<file path="config.mk">
export PLATFORM = sky130hd
export DESIGN_NAME = my_top_level
export DESIGN_NICKNAME = d
export VERILOG_FILES = /design/src/rtl/my_top_level.sv
export SDC_FILE = /design/constraint.sdc
export NUM_CORES = 1
export LEC_CHECK = 0
export ABC_AREA = 1
export BUFFER_PORTS_ARGS = -buffer_cell sky130_fd_sc_hd__buf_4
export CORE_MARGIN = 2
export CORE_UTILIZATION = 25
export CTS_BUF_LIST = sky130_fd_sc_hd__clkbuf_8
export DETAILED_ROUTE_END_ITERATION = 7
export PLACE_DENSITY = 0.58
export SETUP_SLACK_MARGIN = 0.02
export SYNTH_ARGS = -nofsm -noshare
export SYNTH_HDL_FRONTEND = slang
export SYNTH_SLANG_ARGS = --single-unit
</file>
<file path="constraint.sdc">
create_clock -name clk -period 1.2 [get_ports clk]
set_input_delay 0.12 -clock clk [delete_from_list [all_inputs] [get_ports clk]]
set_output_delay 0.12 -clock clk [all_outputs]
set_load 0.03 [all_outputs]
</file>
<file path="src/rtl/my_top_level.sv">
// Registered unsigned adder with optional clamp-on-overflow and a
// configurable-depth output delay pipeline.
module my_top_level #(
    parameter int unsigned WIDTH    = 8,
    parameter int unsigned LATENCY  = 1,
    parameter int unsigned SATURATE = 0
) (
    input  logic             clk,
    input  logic             reset,
    input  logic [WIDTH-1:0] io_A,
    input  logic [WIDTH-1:0] io_B,
    output logic [WIDTH-1:0] io_X
);

    if (WIDTH < 1 || WIDTH > 32) begin : g_bad_width
        $fatal(1, "my_top_level: WIDTH must be in 1..32");
    end
    if (LATENCY < 1 || LATENCY > 4) begin : g_bad_latency
        $fatal(1, "my_top_level: LATENCY must be in 1..4");
    end
    if (SATURATE > 1) begin : g_bad_saturate
        $fatal(1, "my_top_level: SATURATE must be 0 or 1");
    end

    logic [WIDTH:0]   sum;
    logic [WIDTH-1:0] result;
    logic [WIDTH-1:0] pipe_d [LATENCY];
    logic [WIDTH-1:0] pipe_q [LATENCY];

    always_comb begin
        sum = {1'b0, io_A} + {1'b0, io_B};
        if ((SATURATE != 0) && sum[WIDTH]) begin
            result = '1;
        end else begin
            result = sum[WIDTH-1:0];
        end
    end

    // Stage 0 captures the finished sum; later stages only delay it.
    always_comb begin
        pipe_d[0] = result;
        for (int unsigned i = 1; i < LATENCY; i++) begin
            pipe_d[i] = pipe_q[i-1];
        end
    end

    always_ff @(posedge clk) begin
        if (!reset) begin
            for (int unsigned i = 0; i < LATENCY; i++) begin
                pipe_q[i] <= '0;
            end
        end else begin
            for (int unsigned i = 0; i < LATENCY; i++) begin
                pipe_q[i] <= pipe_d[i];
            end
        end
    end

    assign io_X = pipe_q[LATENCY-1];

endmodule

</file>
; ---- After elaboration in Yosys (flattened, before gate mapping)
; Memories as Yosys holds them, arrays and structs flattened.
; Index checks and enable logic that the tools add are counted.
[classes]
add_sub_neg = 1
mux = 4
n_reduce_logical = 1
[op_table]
columns = operator, n
row1 = adder 8 bit, 1
row2 = two-way mux 8 bit, 1
row3 = OR reduction 8 bit, 1
row4 = two-way mux 1 bit, 3
[word_totals]
out_inout_bits = 8
ramBits = 8
inputBits = 18
elab_cells = 7
register_bits = 0
mem_count = 1
[memory_table]
columns = memory, depth, word_bits, rd, rd_clocked_by_memory_dff, wr, line
row1 = pipe_q, 1, 8, 1, 0, 1, 28  ; logic [WIDTH-1:0] pipe_q [LATENCY];

; ---- Logic depth before layout (Yosys ltp)
; Gate-level depths: netlist (run 1).
[depth]
word_depth = 3
depth_mapped = 10

; ---- Worst setup path after synthesis (run 1)
; No wires, ideal clock.
[synth_timing]
path_type = input to register
from = in io_A[0]
to = mem pipe_q[0][6]
setup_time_ps = 115
arrival_ps = 1093
stages = 9
slack_ps = -8
path_cell_list = ha_1 > inv_1 > fa_1 > inv_1 > nand2_1 > nand2_1 > nand3b_1 > a21oi_1 > nor2_1
[synth_between]
elab_chain_cells = 2
[synth_rtl]
columns = item, line
row1 = from (decl), 10  ; input logic [WIDTH-1:0] io_A,
row2 = adder 8 bit, 31  ; sum = {1'b0, io_A} + {1'b0, io_B};
row3 = two-way mux 8 bit (no source line), -
row4 = to (decl), 28
; Every way passes these cells.

; ---- Worst setup path after layout (run 1)
; Same ends and word-level chain as after synthesis.

==> impl_metrics.env, run 1 <==
export IMPL_synth_fa_ha_area_frac=0.194
export IMPL_path_class="primary input to register"
export IMPL_synth_compound_area_frac=0.0451
export IMPL_p_clk_frac=0.329
export IMPL_post_route_min_period_ns=1.09
export IMPL_routedWlPerCell_um=8.18
export IMPL_synth_fp_nets=104
export IMPL_syn_area_um2=554
export IMPL_synth_seq_area_share=0.289
export IMPL_layout_commonest_cell="buf_4"
export IMPL_multi_input_area_um2=353
export IMPL_dp_hpwl_um=944
export IMPL_antenna_found_initial=0
export IMPL_synth_warnings=0
export IMPL_holdCritPathClass="primary input to register"
export IMPL_initial_core_util=0.258
export IMPL_drt_iter0_drc=3
export IMPL_cts_tree="yes"
export IMPL_synthArstFlopShare=0
export IMPL_required_ns=1.32
export IMPL_status="finished clean"
export IMPL_die_area_mm2=0.00261
export IMPL_wl_um=1100
export IMPL_coreArea_mm2=0.00215
export IMPL_synthXorXnorAreaFrac=0.0158
export IMPL_setup_viol_count_final=0
export IMPL_synthFlopType="dfxtp_1"
export IMPL_drc=0
export IMPL_dieHeight_um=51.1
export IMPL_h_tree_depth=1
export IMPL_viasPerCell=4.08
export IMPL_grt_pass1_vias=515
export IMPL_ys_ff_latch=8
export IMPL_fmax_mhz=920
export IMPL_cts_root_buf="clkbuf_8"
export IMPL_io_buffer_count=25
export IMPL_die_width_um=51.1
export IMPL_synthMuxAreaShare=0
export IMPL_internal_power_mw=0.668
export IMPL_grt_max_degree=9
export IMPL_holdBufCountCts=0
export IMPL_largest_register_ffs=8
export IMPL_worst_slew_pin_slew_ns=0.185
export IMPL_min_period_over_period=0.906
export IMPL_num_io_pins=26
export IMPL_drive_above_1_share=0.364
export IMPL_grt_usage=0.101
export IMPL_p_leak_nw=0.454
export IMPL_hold_violations=0
export IMPL_final_area_um2=837
export IMPL_cts_setup_buffers=0
export IMPL_vias=551
export IMPL_synth_cell_types=16
export IMPL_mostFrequentLayoutCells="27 x buf_4, 18 x nand2_1, 13 x nor2_1, 9 x inv_1, 8 x dfxtp_1"
export IMPL_clk_pin_slew_ns=0.04
export IMPL_cp_max_fo=2
export IMPL_area_growth_pct=51.0
export IMPL_gp_congestion=0.744
export IMPL_dpl_cell_area_um2=796
export IMPL_slew_viol_final=0
export IMPL_cts_max_path_buffers=2
export IMPL_firstDrtPassIters=4
export IMPL_synthSimpleGateAreaFrac=0.354
export IMPL_crit_start="io_A[0]"
export IMPL_min_to="pipe_q[0][1]"
export IMPL_slew_limit_headroom=0.876
export IMPL_grt_setup_unrepaired="no"
export IMPL_max_cap_violations=0
export IMPL_cp_data_arrival_time_ns=1.20
export IMPL_cts_resized=0
export IMPL_swShare=0.295
export IMPL_p_total_mw=0.948
export IMPL_hold_depth=3
export IMPL_antenna_left=0
export IMPL_cp_start_kind="primary input"
export IMPL_synth_top_family_by_area="simple AND/OR/NAND/NOR gates"
export IMPL_rows=17
export IMPL_fillers=239
export IMPL_largest_registers="pipe_q (8)"
export IMPL_layout_nets=135
export IMPL_end_kind="register"
export IMPL_grt_pass1_wl_um=1950
export IMPL_seqCellArea_um2=160
export IMPL_num_antenna_cells=0
export IMPL_vdd_drop_max_mv=0.407
export IMPL_power_frac_seq=0.320
export IMPL_powerDensity_mw_per_mm2=1130
export IMPL_top_register="pipe_q"
export IMPL_cts_sink_count=8
export IMPL_min_from="reset"
export IMPL_numCtsBuffers=3
export IMPL_p_sw_mw=0.280
export IMPL_synth_edff_count=0
export IMPL_combPwrFrac=0.351
export IMPL_syn_inst=78
export IMPL_syn_area_per_cell_um2=7.11
export IMPL_grt_overflow_total=0
power by group through the flow:
stage	Combinational [mW]	Clock [mW]	Sequential (mW)
CTS	0.336	0.322	0.304
detailed placement	0.334	0	0.308
finish	0.333	0.312	0.303
floorplan	0.151	0	0.368
global placement	0.330	0	0.308
global route	0.369	0.337	0.306
kinds of logic (layout without fill, tap and decap cells):
kind of cell | after synthesis | after routing
simple gates | 43 | 43
xor+xnor | 1 | 1
buf+inv | 13 | 42
fa+ha+maj | 8 | 8
flops | 8 | 8
compound gates | 5 | 5
metal layers:
layer,vias to the layer above,GRT usage,share of wire
li1,297,-,-
met1,240,0.114,0.40
met2,14,0.158,0.54
met3,0,0.0292,0.060
met4,0,0.0811,0
met5,-,0,0
worst max-delay path by stage:
stage | to | depth (start not counted)
after CTS | pipe_q[0][6] | 10
after floorplan | pipe_q[0][6] | 9
after global placement | pipe_q[0][6] | 10
final | pipe_q[0][6] | 10
after detailed placement | pipe_q[0][6] | 10
after global routing | pipe_q[0][6] | 10
synth_stat cells, types with 2 or more instances:
library cell  count  area, um2
ha_1              7       87.6
nand2_2           2       12.5
dfxtp_1           8        160
nor2_1           13       48.8
nand3b_1          2       15.0
and2_4            2       17.5
inv_1            11       41.3
nand2_1          18       67.6
a21oi_1           5       25.0
nand3_1           4       20.0
per-stage QoR:
step	setup slack [ns]	hold WS, ns	utilization	std cells	TNS, ns
floorplan	0.0373	0.318	-	78	0
global placement	-0.109	0.403	0.370	132	-0.193
detailed placement	-0.114	0.405	0.370	132	-0.215
CTS	0.122	0.168	0.390	135	0
global route	0.0451	0.195	0.390	135	0
finish	0.113	0.171	0.390	135	0
critical path, cell delays in order:
cell and delay (ns):
buf_4 0.09, ha_4 0.12, inv_2 0.03, fa_2 0.34, inv_2 0.06, nand2_1 0.05, nand2_1 0.09, nand3b_1 0.09
a21oi_1 0.15, nor2_1 0.05
area by class of cell:
class                           count  share of cell area
Sequential cell                     8               0.191
Clock buffer                        3              0.0493
Timing Repair Buffer               27               0.242
Inverter                           12              0.0538
Multi-Input combinational cell     57               0.422
Tap cell                           28              0.0419
Power figures use the tool's default switching activity.
==> run 2, diff against run 1 <==
--- a/config.mk
+++ b/config.mk
@@ -11,7 +11,7 @@
 export CORE_UTILIZATION = 25
 export CTS_BUF_LIST = sky130_fd_sc_hd__clkbuf_8
 export DETAILED_ROUTE_END_ITERATION = 7
-export PLACE_DENSITY = 0.58
+export PLACE_DENSITY = 0.56
 export SETUP_SLACK_MARGIN = 0.02
 export SYNTH_ARGS = -nofsm -noshare
 export SYNTH_HDL_FRONTEND = slang
==> constraint.sdc (replaced) <==
create_clock -name clk -period 1.4 [get_ports clk]
set_input_delay 0.14 -clock clk [delete_from_list [all_inputs] [get_ports clk]]
set_output_delay 0.14 -clock clk [all_outputs]
set_load 0.03 [all_outputs]
==> run 2 against run 1 <==
Final cell count decreased by 1.5%. Largest power group unchanged. Count of clock-buffer cells in the layout unchanged. Critical path type unchanged. Critical endpoint unchanged. Highest routed layer unchanged. Combinational power shrank 18%.
==> impl_metrics.env, run 2 (synthesis gave the netlist of run 1 again) <==
export IMPL_status="finished clean"
export IMPL_worst_slew_pin_slew_ns=0.177
export IMPL_cts_tree="yes"
export IMPL_hold_violations=0
export IMPL_layout_nets=133
export IMPL_drt_iter0_drc=7
export IMPL_routedWlPerCell_um=8.02
export IMPL_firstDrtPassIters=4
export IMPL_largest_registers="pipe_q (8)"
export IMPL_grt_pass1_wl_um=1840
export IMPL_grt_setup_unrepaired="no"
export IMPL_cts_sink_count=8
export IMPL_power_frac_seq=0.329
export IMPL_setup_viol_count_final=0
export IMPL_top_register="pipe_q"
export IMPL_final_area_um2=807
export IMPL_dieHeight_um=51.1
export IMPL_grt_pass1_vias=467
export IMPL_p_sw_mw=0.228
export IMPL_die_area_mm2=0.00261
export IMPL_min_period_over_period=0.843
export IMPL_combPwrFrac=0.346
export IMPL_initial_core_util=0.258
export IMPL_powerDensity_mw_per_mm2=980
export IMPL_dpl_cell_area_um2=766
export IMPL_antenna_found_initial=0
export IMPL_cts_setup_buffers=0
export IMPL_cp_data_arrival_time_ns=1.29
export IMPL_holdBufCountCts=0
export IMPL_cts_resized=0
export IMPL_grt_max_degree=9
export IMPL_holdCritPathClass="primary input to register"
export IMPL_end_kind="register"
export IMPL_vias=512
export IMPL_dp_hpwl_um=947
export IMPL_area_growth_pct=45.6
export IMPL_h_tree_depth=1
export IMPL_largest_register_ffs=8
export IMPL_cts_max_path_buffers=2
export IMPL_fmax_mhz=847
export IMPL_cp_start_kind="primary input"
export IMPL_slew_limit_headroom=0.881
export IMPL_drive_above_1_share=0.314
export IMPL_viasPerCell=3.85
export IMPL_io_buffer_count=25
export IMPL_slew_viol_final=0
export IMPL_clk_pin_slew_ns=0.04
export IMPL_cp_max_fo=2
export IMPL_coreArea_mm2=0.00215
export IMPL_max_cap_violations=0
export IMPL_cts_root_buf="clkbuf_8"
export IMPL_wl_um=1070
export IMPL_post_route_min_period_ns=1.18
export IMPL_grt_overflow_total=0
export IMPL_die_width_um=51.1
export IMPL_layout_commonest_cell="buf_4"
export IMPL_mostFrequentLayoutCells="25 x buf_4, 18 x nand2_1, 13 x nor2_1, 11 x inv_1, 8 x dfxtp_1"
export IMPL_p_leak_nw=0.447
export IMPL_swShare=0.288
export IMPL_p_total_mw=0.791
export IMPL_gp_congestion=0.660
export IMPL_num_io_pins=26
export IMPL_rows=17
export IMPL_antenna_left=0
export IMPL_internal_power_mw=0.563
export IMPL_path_class="primary input to register"
export IMPL_numCtsBuffers=3
export IMPL_required_ns=1.51
export IMPL_vdd_drop_max_mv=0.391
export IMPL_fillers=232
export IMPL_num_antenna_cells=0
export IMPL_grt_usage=0.0927
export IMPL_drc=0
export IMPL_p_clk_frac=0.326
==> run 2: cell count changes in the layout (fill, tap and decap cells not counted) <==
| cell | before | now |
|---|---|---|
| inv_1 | 9 | 11 |
| buf_4 | 27 | 25 |
| ha_4 | 1 | 0 |
| inv_2 | 2 | 0 |
| ha_1 | 6 | 7 |
| fa_1 | 0 | 1 |
| fa_2 | 1 | 0 |
==> run 2: worst paths after layout <==
| check | startpoint | slack, ns | depth (start not counted) | endpoint |
|---|---|---|---|---|
| worst max-delay path | io_A[0] | 0.22 | 10 | pipe_q[0][6] |
| worst min-delay path | reset | 0.19 | 3 | pipe_q[0][0] |
==> run 2: per-stage QoR <==
stage | setup WS [ns] | setup TNS (ns) | hold WS (ns) | instances | util
floorplan | 0.172 | 0 | 0.339 | 78 | -
global placement | 0.0368 | 0 | 0.409 | 130 | 0.356
detailed placement | -0.00991 | -0.00991 | 0.417 | 130 | 0.356
CTS | 0.216 | 0 | 0.188 | 133 | 0.376
global route | 0.0970 | 0 | 0.205 | 133 | 0.376
finish | 0.219 | 0 | 0.191 | 133 | 0.376
==> run 2: power groups by stage <==
stage / combinational, mW / sequential [mW] / clock (mW)
after detailed placement: 0.275 / 0.264 / 0
after floorplan: 0.126 / 0.315 / 0
after global routing: 0.306 / 0.262 / 0.284
final: 0.273 / 0.260 / 0.257
after global placement: 0.272 / 0.264 / 0
after CTS: 0.276 / 0.260 / 0.265
==> run 2: layout make-up <==
| cell class | count | area, um2 | share of cell area |
|---|---|---|---|
| inverter | 12 | 45.0 | 0.0558 |
| timing repair buffer | 25 | 188 | 0.233 |
| sequential | 8 | 160 | 0.198 |
| multi-input combinational | 57 | 338 | 0.419 |
| clock buffer | 3 | 41.3 | 0.0512 |
| tap | 28 | 35.0 | 0.0434 |
==> run 2: routing by layer <==
layer	wire (um)	global-route usage	vias up	part of all wire
met1	513	0.118	207	0.48
met3	42	0	0	0.039
met5	0	0	-	0
met4	0	0.0676	0	0
met2	510	0.152	12	0.48
li1	-	-	293	-
==> run 2: worst max-delay path: stages <==
cell	delay (ns)
buf_4	0.08
ha_1	0.15
inv_1	0.05
fa_1	0.35
inv_1	0.08
nand2_1	0.06
nand2_1	0.08
nand3b_1	0.10
a21oi_1	0.15
nor2_1	0.06
